`config.mk`:
```
export PLATFORM = sky130hd
export DESIGN_NAME = hamming74_serial_tx
export DESIGN_NICKNAME = d
export VERILOG_FILES = /design/src/rtl/hamming74_serial_tx.sv
export SDC_FILE = /design/constraint.sdc
export NUM_CORES = 1
export LEC_CHECK = 0
export CORE_ASPECT_RATIO = 0.7
export CORE_UTILIZATION = 35
export DETAILED_ROUTE_END_ITERATION = 10
export SLEW_MARGIN = 30
export SYNTH_ARGS = -nofsm -noshare
export SYNTH_HDL_FRONTEND = slang
export SYNTH_SLANG_ARGS = --single-unit
```
`constraint.sdc`:
```
create_clock -name clk -period 1.6 [get_ports clk]
set_clock_uncertainty 0.2 [all_clocks]
set_input_delay 0.4 -clock clk [delete_from_list [all_inputs] [get_ports clk]]
set_output_delay 0.4 -clock clk [all_outputs]
set_load 0.02 [all_outputs]
```
`src/rtl/hamming74_serial_tx.sv`:
```
// Hamming(7,4) transmitter: encodes an accepted nibble, can flip one codeword bit on request,
// and shifts the codeword out serially over a valid/ready stream.
module hamming74_serial_tx #(
   parameter int unsigned COLS      = 7,
   parameter int unsigned DATA_W    = 4,
   parameter bit          LSB_FIRST = 1'b1
) (
   input  logic              clk,
   input  logic              rst,
   input  logic [DATA_W-1:0] din,
   input  logic              din_valid,
   output logic              din_ready,
   input  logic              err_inj_en,
   input  logic [2:0]        err_inj_pos,
   output logic              tx_bit,
   output logic              tx_valid,
   input  logic              tx_ready,
   output logic              tx_sof,
   output logic              tx_eof,
   output logic [COLS-1:0]   codeword,
   output logic              busy
);

   localparam logic [2:0] LastCnt = 3'(COLS - 1);

   typedef enum logic {StIdle, StSend} state_e;

   state_e          state_q, state_d;
   logic [2:0]      cnt_q, cnt_d;
   logic [COLS-1:0] shift_q, shift_d;
   logic [COLS-1:0] codeword_q, codeword_d;

   logic [COLS-1:0] enc;
   logic            in_send;
   logic            last_beat;
   logic            accept;

   // Bit placement matches the receiver's H rows, so position p maps to codeword bit p-1.
   always_comb begin
      enc    = '0;
      enc[2] = din[0];
      enc[4] = din[1];
      enc[5] = din[2];
      enc[6] = din[3];
      enc[0] = din[0] ^ din[1] ^ din[3];
      enc[1] = din[0] ^ din[2] ^ din[3];
      enc[3] = din[1] ^ din[2] ^ din[3];
      if (err_inj_en) begin
         for (int i = 0; i < COLS; i++) begin
            if (err_inj_pos == 3'(i + 1)) begin
               enc[i] = ~enc[i];
            end
         end
      end
   end

   always_comb begin
      in_send   = (state_q == StSend);
      last_beat = in_send && (cnt_q == LastCnt);
      din_ready = !rst && ((state_q == StIdle) || (last_beat && tx_ready));
      accept    = din_valid && din_ready;
   end

   always_comb begin
      state_d    = state_q;
      cnt_d      = cnt_q;
      shift_d    = shift_q;
      codeword_d = codeword_q;

      unique case (state_q)
         StIdle: begin
            if (accept) begin
               state_d    = StSend;
               cnt_d      = '0;
               shift_d    = enc;
               codeword_d = enc;
            end
         end
         StSend: begin
            if (tx_ready) begin
               if (!last_beat) begin
                  cnt_d   = cnt_q + 3'd1;
                  shift_d = LSB_FIRST ? (shift_q >> 1) : (shift_q << 1);
               end else if (accept) begin
                  // Reload on the last beat so consecutive frames run without an idle gap.
                  cnt_d      = '0;
                  shift_d    = enc;
                  codeword_d = enc;
               end else begin
                  state_d = StIdle;
               end
            end
         end
         default: state_d = StIdle;
      endcase
   end

   always_comb begin
      tx_valid = in_send;
      busy     = in_send;
      tx_bit   = in_send && (LSB_FIRST ? shift_q[0] : shift_q[COLS-1]);
      tx_sof   = in_send && (cnt_q == 3'd0);
      tx_eof   = last_beat;
      codeword = codeword_q;
   end

   always_ff @(posedge clk) begin
      if (rst) begin
         state_q    <= StIdle;
         cnt_q      <= '0;
         shift_q    <= '0;
         codeword_q <= '0;
      end else begin
         state_q    <= state_d;
         cnt_q      <= cnt_d;
         shift_q    <= shift_d;
         codeword_q <= codeword_d;
      end
   end

endmodule

```
==> out/qor.txt, run 1 <==
result of the run: finished, violations left
failing checks: setup timing
data required time of the worst path: 1.00 ns
fraction of registers with async set or reset after synthesis: 0
cell area after technology mapping: 1000 sq um
Layout Cells excl Fill: 196
LEAKAGE: 0.755 nW
pre-CTS worst setup slack: -0.757 ns
share of cells above drive strength 1: 0.537
Max Fanout on Critical Path: 4
total routing resource utilization after global routing: 0.211
most frequent cells in the layout: buf_4, dfxtp_1, dlygate4sd2_1
FF-to-FF End: shift_q[3]
Crit Path Category: reg2out
Fmax achieved: 0.568 GHz
count of synthesis-stage warnings from yosys: 0
endpoint arrival time on the critical path: 1.16 ns
initial antenna violation count: 0
final weighted congestion of routability-driven global placement: 0.775
maximum number of pins on one net before global-route repair: 11
Buffers & Inverters on Critical Path: 2
prevailing post-synth register cell: dfxtp_1
Hold WS: 0.255 ns
setup repair after global routing missed its margin: yes
worst min-delay path class: reg2reg
via count: 1012
Antenna diodes: 0
Wirelength per Cell: 15.6 microns
number of cells on the worst hold path: 1
Num Clock Sinks: 18
hold path startpoint: codeword[6]
slew at the pin closest to its max-slew limit: 0.239 ns
synthesized area per cell: 9.65 sq um
largest stage delay on the critical path: 0.32 ns
post-placement cell count: 187
combined area of the multi-input logic cells: 813 sq um
number of max-cap violations: 0
Crit. End Element: output port
max-slew headroom at the worst pin: 0.840
flip-flop and latch count after synthesis: 18
via count of the first global-routing pass: 965
final critical-path setup slack: -0.159 ns
cell family contributing the most delay on the critical path: flip-flops
placed instance area: 1510 sq um
floorplan die area: 3090 sq um
cell type of the slowest stage on the worst timing path: dfxtp_2
routed vias/inst: 5.16
reg-to-reg startpoint: cnt_q[0]
effective utilization at floorplan: 0.387
total negative slack for setup checks: -0.783 ns
final worst-path cycle share: 1.10
CTS Root Buffer Type: clkbuf_8
Ports: 25
count of hold-fix buffers inserted at cts: 0
Max Slew Vio Count: 0
Initial DRC Count: 67
total detailed-routing wirelength: 3060 microns
Area growth syn-to-layout: 79.3%
area of the placeable core: 2590 sq um
peak ir drop on the vdd network: 507 uV
Sequential Area: 368 sq um
row count: 15
final setup fails: 12
clock edge transition at the registers on the reported setup and hold paths: 0.07 ns
maximum buffer depth of the clock tree: 2
leading cell type in the layout, fill and taps excluded: buf_4
H-tree Lvls: 1
post-synthesis sequential area ratio: 0.359
first-pass detailed-route iteration total: 4
number of nets with antenna violations after detailed routing: 0
final critical delay including setup and external delays: 1.76 ns
number of filler instances in the final layout: 198
port buffer count: 24
core utilization of the finished layout: 0.695
global route overflow: 0
clk_lat worst skew: 0.26 ns
Cell Chain, Critical Path: inv_2 > ha_4 > nand3_4 > a21oi_2 > buf_6
number of design rule violations left after detail routing: 0
launch point of the critical path: cnt_q[0]
Yosys cell types: 41
endpoints failing hold: 0
layout net count: 178
final total power: 1.29 mW
Detailed Place HPWL: 1970 microns
number of enable flip-flop cells after synthesis: 0
wire length of the first global-routing pass: 4610 microns
CTS tree: built
Die Y-Extent: 46.8 microns
crit path launch type: flop
post-route cell area: 1800 sq um
DIE WIDTH: 66 microns
R2R depth: 9
setup slack of the most critical reg-to-reg path: -0.10 ns
Gate Count Post-Synth: 104
hold-critical path endpoint: codeword[6]
power density over cell area: 718 nW/um^2
number of buffers created by CTS: 3
synthesized netlist net count: 119
## cell usage after synthesis (2+ instances only)
library cell / instances / share of area
dfxtp_1: 18 / 0.36
a22oi_1: 2 / 0.015
xnor2_1: 2 / 0.017
xnor3_1: 2 / 0.045
ha_1: 3 / 0.037
a21oi_1: 7 / 0.035
o21ai_0: 2 / 0.010
nor3_1: 3 / 0.015
nor2_1: 6 / 0.022
and2_1: 2 / 0.012
xor2_1: 7 / 0.061
inv_1: 5 / 0.019
o22ai_1: 2 / 0.012
nand4b_1: 3 / 0.026
nand2_1: 7 / 0.026
o2bb2ai_1: 5 / 0.044
a2bb2oi_1: 4 / 0.035
## area by class of cell
type                    count  area share
clock buffers               4      0.0306
well taps                  34      0.0236
inverters                   5      0.0104
flip-flops and latches     18       0.204
multi-input cells          78       0.452
repair buffers             57       0.279
## timing repair
item                       4_1_cts  5_1_grt
gates cloned                     1        0
setup endpoints to repair       30       21
pin swaps                       16       17
resized for setup               72       30
buffers inserted                 3        2
## flip-flops by register name (all words and copies together) (netlist names)
| register | cells |
|---|---|
| shift_q | 7 |
| busy | 1 |
| codeword | 7 |
| cnt_q | 3 |
## worst max-delay path by stage
stage	depth (start not counted)	slack, ns	end
2_1_floorplan	2	-0.0003	tx_eof
3_3_place_gp	4	-0.76	din_ready
3_5_place_dp	4	-0.76	din_ready
4_1_cts	5	-0.18	din_ready
5_1_grt	5	-0.21	din_ready
6_report	5	-0.16	din_ready
## worst reg2reg max path, stage by stage (launching register included)
cell	delay (ns)
dfxtp_2	0.33
inv_2	0.05
ha_4	0.18
buf_4	0.14
buf_6	0.11
a21boi_2	0.12
o21ai_1	0.06
buf_4	0.17
a22oi_2	0.16
o22ai_1	0.08
## power breakdown
group / switching, mW / leakage [nW] / total (mW) / internal (mW)
Combinational: 0.187 / 0.576 / 0.392 / 0.205
Clock: 0.170 / 0.0288 / 0.390 / 0.219
Sequential: 0.0268 / 0.150 / 0.509 / 0.482
## layer usage
metal | GRT usage | share of wire | wire length [microns]
met1 | 0.315 | 0.53 | 1620
met2 | 0.308 | 0.42 | 1300
met3 | 0.0510 | 0.037 | 112
met4 | 0.0511 | 0.011 | 33
met5 | 0 | 0 | 0
## cells by family (layout without fill, tap and decap cells)
logic type / count (synthesis) / in the layout / share of synthesized area
buf+inv: 9 / 66 / 0.0461
fa+ha+maj: 3 / 3 / 0.0374
xor+xnor: 11 / 11 / 0.123
compound gates: 32 / 33 / 0.238
simple gates: 30 / 30 / 0.186
mux: 1 / 1 / 0.00998
flops: 18 / 18 / 0.359
No activity file was read; power rests on OpenSTA's default activity.
==> run 2: changes to the inputs <==
Settings changed: CORE_UTILIZATION 35 to 40, PLACE_DENSITY set to 0.7.
==> run 2 against run 1 <==
The flow still finishes with violations (setup timing). Clock power down 27%. Sequential share of layout area down 0.34 points. Routed wire length up 23%. Total power down 5.4%. Utilization up 11 points. Critical path depth unchanged. Flip-flop and latch count unchanged. Die area down 12%. Cell count up 2.0%. Setup slack worse by 0.11 ns. Largest cell class unchanged. Largest power group unchanged. Highest routed layer unchanged.
==> out/qor.txt, run 2 (same netlist as run 1, synthesis figures left out) <==
clk_lat worst skew: 0.30 ns (+0.04 ns)
power density over cell area: 670 nW/um^2 (-6.7%)
most frequent cells in the layout: buf_4, dfxtp_1, buf_6
proportion of power drawn by flip-flops and latches: 0.417 (+0.023)
total negative slack for setup checks: -2.48 ns (-1.70 ns)
floorplan die area: 2720 sq um (-12%)
number of design rule violations left after detail routing: 0 (unchanged)
count of hold-fix buffers inserted at cts: 0 (unchanged)
Area growth syn-to-layout: 81.7%
switching share of power: 0.318 (+0.0208)
crit path launch type: flop
peak ir drop on the vdd network: 505 uV (-0.32%)
post-placement cell count: 186 (-0.53%)
slew at the pin closest to its max-slew limit: 0.342 ns (+0.103 ns)
clock network power share: 0.234 (-0.068)
routed length on met2: 1770 microns (+36%)
endpoints failing hold: 0 (unchanged)
Num Clock Sinks: 18 (unchanged)
effective utilization at floorplan: 0.444 (+0.0566)
DIE WIDTH: 61.9 microns (-6.3%)
share of cells above drive strength 1: 0.601 (+0.0642)
Fmax achieved: 0.535 GHz (-5.9%)
final worst-path cycle share: 1.17 (+0.0694)
Detailed Place HPWL: 2050 microns (+4.2%)
maximum buffer depth of the clock tree: 2 (unchanged)
Hold WS: 0.270 ns (+0.0145 ns)
Gate power share: 0.349 (+0.045)
setup repair after global routing missed its margin: yes
Max Slew Vio Count: 0 (unchanged)
net switching power: 0.389 mW (+1.2%)
final setup fails: 22 (+10)
Initial DRC Count: 117 (+75%)
final critical-path setup slack: -0.270 ns (-0.111 ns)
highest metal layer with signal wires: met4
Crit Path Category: reg2out
clock edge transition at the registers on the reported setup and hold paths: 0.10 ns (+0.03 ns)
maximum number of pins on one net before global-route repair: 13 (+2)
port buffer count: 24 (unchanged)
Antenna diodes: 0 (unchanged)
endpoint arrival time on the critical path: 1.27 ns (+0.11 ns)
final critical delay including setup and external delays: 1.87 ns (+0.111 ns)
pre-CTS worst setup slack: -0.794 ns (-0.0367 ns)
H-tree Lvls: 1 (unchanged)
via count: 1128 (+11%)
CTS tree: built
LEAKAGE: 0.783 nW (+3.8%)
layout net count: 184 (+3.4%)
via count of the first global-routing pass: 1036 (+7.4%)
wl on met1: 1630 microns (+0.80%)
area of the placeable core: 2260 sq um (-13%)
wire length of the first global-routing pass: 5090 microns (+10%)
first-pass detailed-route iteration total: 4 (unchanged)
final weighted congestion of routability-driven global placement: 0.756 (-2.4%)
number of max-cap violations: 0 (unchanged)
max-slew headroom at the worst pin: 0.771 (-0.0690)
Die Y-Extent: 43.9 microns (-6.2%)
final total power: 1.22 mW (-5.4%)
placed instance area: 1510 sq um (+0.33%)
global route overflow: 0 (unchanged)
total routing resource utilization after global routing: 0.269 (+0.0574)
failing checks: setup timing
Internal Dissipation: 0.832 mW (-8.2%)
number of nets with antenna violations after detailed routing: 0 (unchanged)
Ports: 25 (unchanged)
Wirelength per Cell: 18.8 microns (+20%)
leading cell type in the layout, fill and taps excluded: buf_4
core utilization of the finished layout: 0.807 (+0.112)
number of buffers created by CTS: 3 (unchanged)
result of the run: finished, violations left
total detailed-routing wirelength: 3750 microns (+23%)
initial antenna violation count: 0 (unchanged)
worst min-delay path class: reg2reg
Met3 Wirelength: 302 microns (+170%)
routed vias/inst: 5.64 (+9.2%)
Crit. End Element: output port
post-route cell area: 1820 sq um (+1.3%)
row count: 14 (-1)
CTS Root Buffer Type: clkbuf_4
data required time of the worst path: 1.00 ns (about the same)
Layout Cells excl Fill: 200 (+2.0%)
Max Fanout on Critical Path: 3 (-1)
==> run 2: cell count changes in the layout (fill, tap and decap cells not counted), moves of 3 or more <==
cell / before / now
clkbuf_8: 4 / 1
clkbuf_4: 0 / 3
buf_4: 28 / 32
clkbuf_2: 0 / 6
dlygate4sd2_1: 14 / 9
==> run 2: layout make-up <==
| class | instances | area [sq um] |
|---|---|---|
| clock buffer | 4 | 36.3 |
| sequential | 18 | 367 |
| timing repair buffer | 63 | 518 |
| inverter | 5 | 18.8 |
| multi-input combinational | 78 | 843 |
| tap | 32 | 40.0 |
| fill | 123 | 437 |
==> run 2: per-layer routing <==
layer,up-vias,global-route usage
met2,52,0.391
met4,0,0.0667
li1,515,-
met3,8,0.0716
met1,553,0.393
met5,-,0
==> run 2: repair_timing <==
action | CTS | global route
setup buffers | 6 | 4
pin swaps | 17 | 12
endpoints found under the setup margin | 30 | 29
gates resized for setup | 78 | 44
gates cloned | 1 | 0
endpoints found under the hold margin | 0 | 0
==> run 2: power groups by stage <==
stage | combinational [mW] | clock, mW | sequential (mW)
2_1_floorplan | 0.143 | 0 | 0.531
3_3_place_gp | 0.327 | 0 | 0.511
3_5_place_dp | 0.334 | 0 | 0.512
4_1_cts | 0.357 | 0.284 | 0.502
5_1_grt | 0.448 | 0.307 | 0.512
6_report | 0.426 | 0.286 | 0.509
==> run 2: final timing paths <==
| path | startpoint | end | slack, ns | cells after the start |
|---|---|---|---|---|
| max | cnt_q[0] | din_ready | -0.27 | 5 |
| min | codeword[6] | codeword[6] | 0.27 | 1 |
| max reg2reg | cnt_q[0] | shift_q[0] | -0.23 | 7 |
| min reg2reg | codeword[6] | codeword[6] | 0.27 | 1 |
==> run 2: critical path, stage by stage, from the launching register on <==
cell and delay [ns]:
dfxtp_2 0.33, inv_2 0.07, ha_4 0.16, nand3_4 0.08
a21oi_2 0.16, buf_4 0.16
==> run 3: changes to the inputs <==
Settings changed: SLEW_MARGIN 30 to unset.
==> results of run 3 <==
Same layout as run 2: the final DEF is identical, and so are final timing and power.
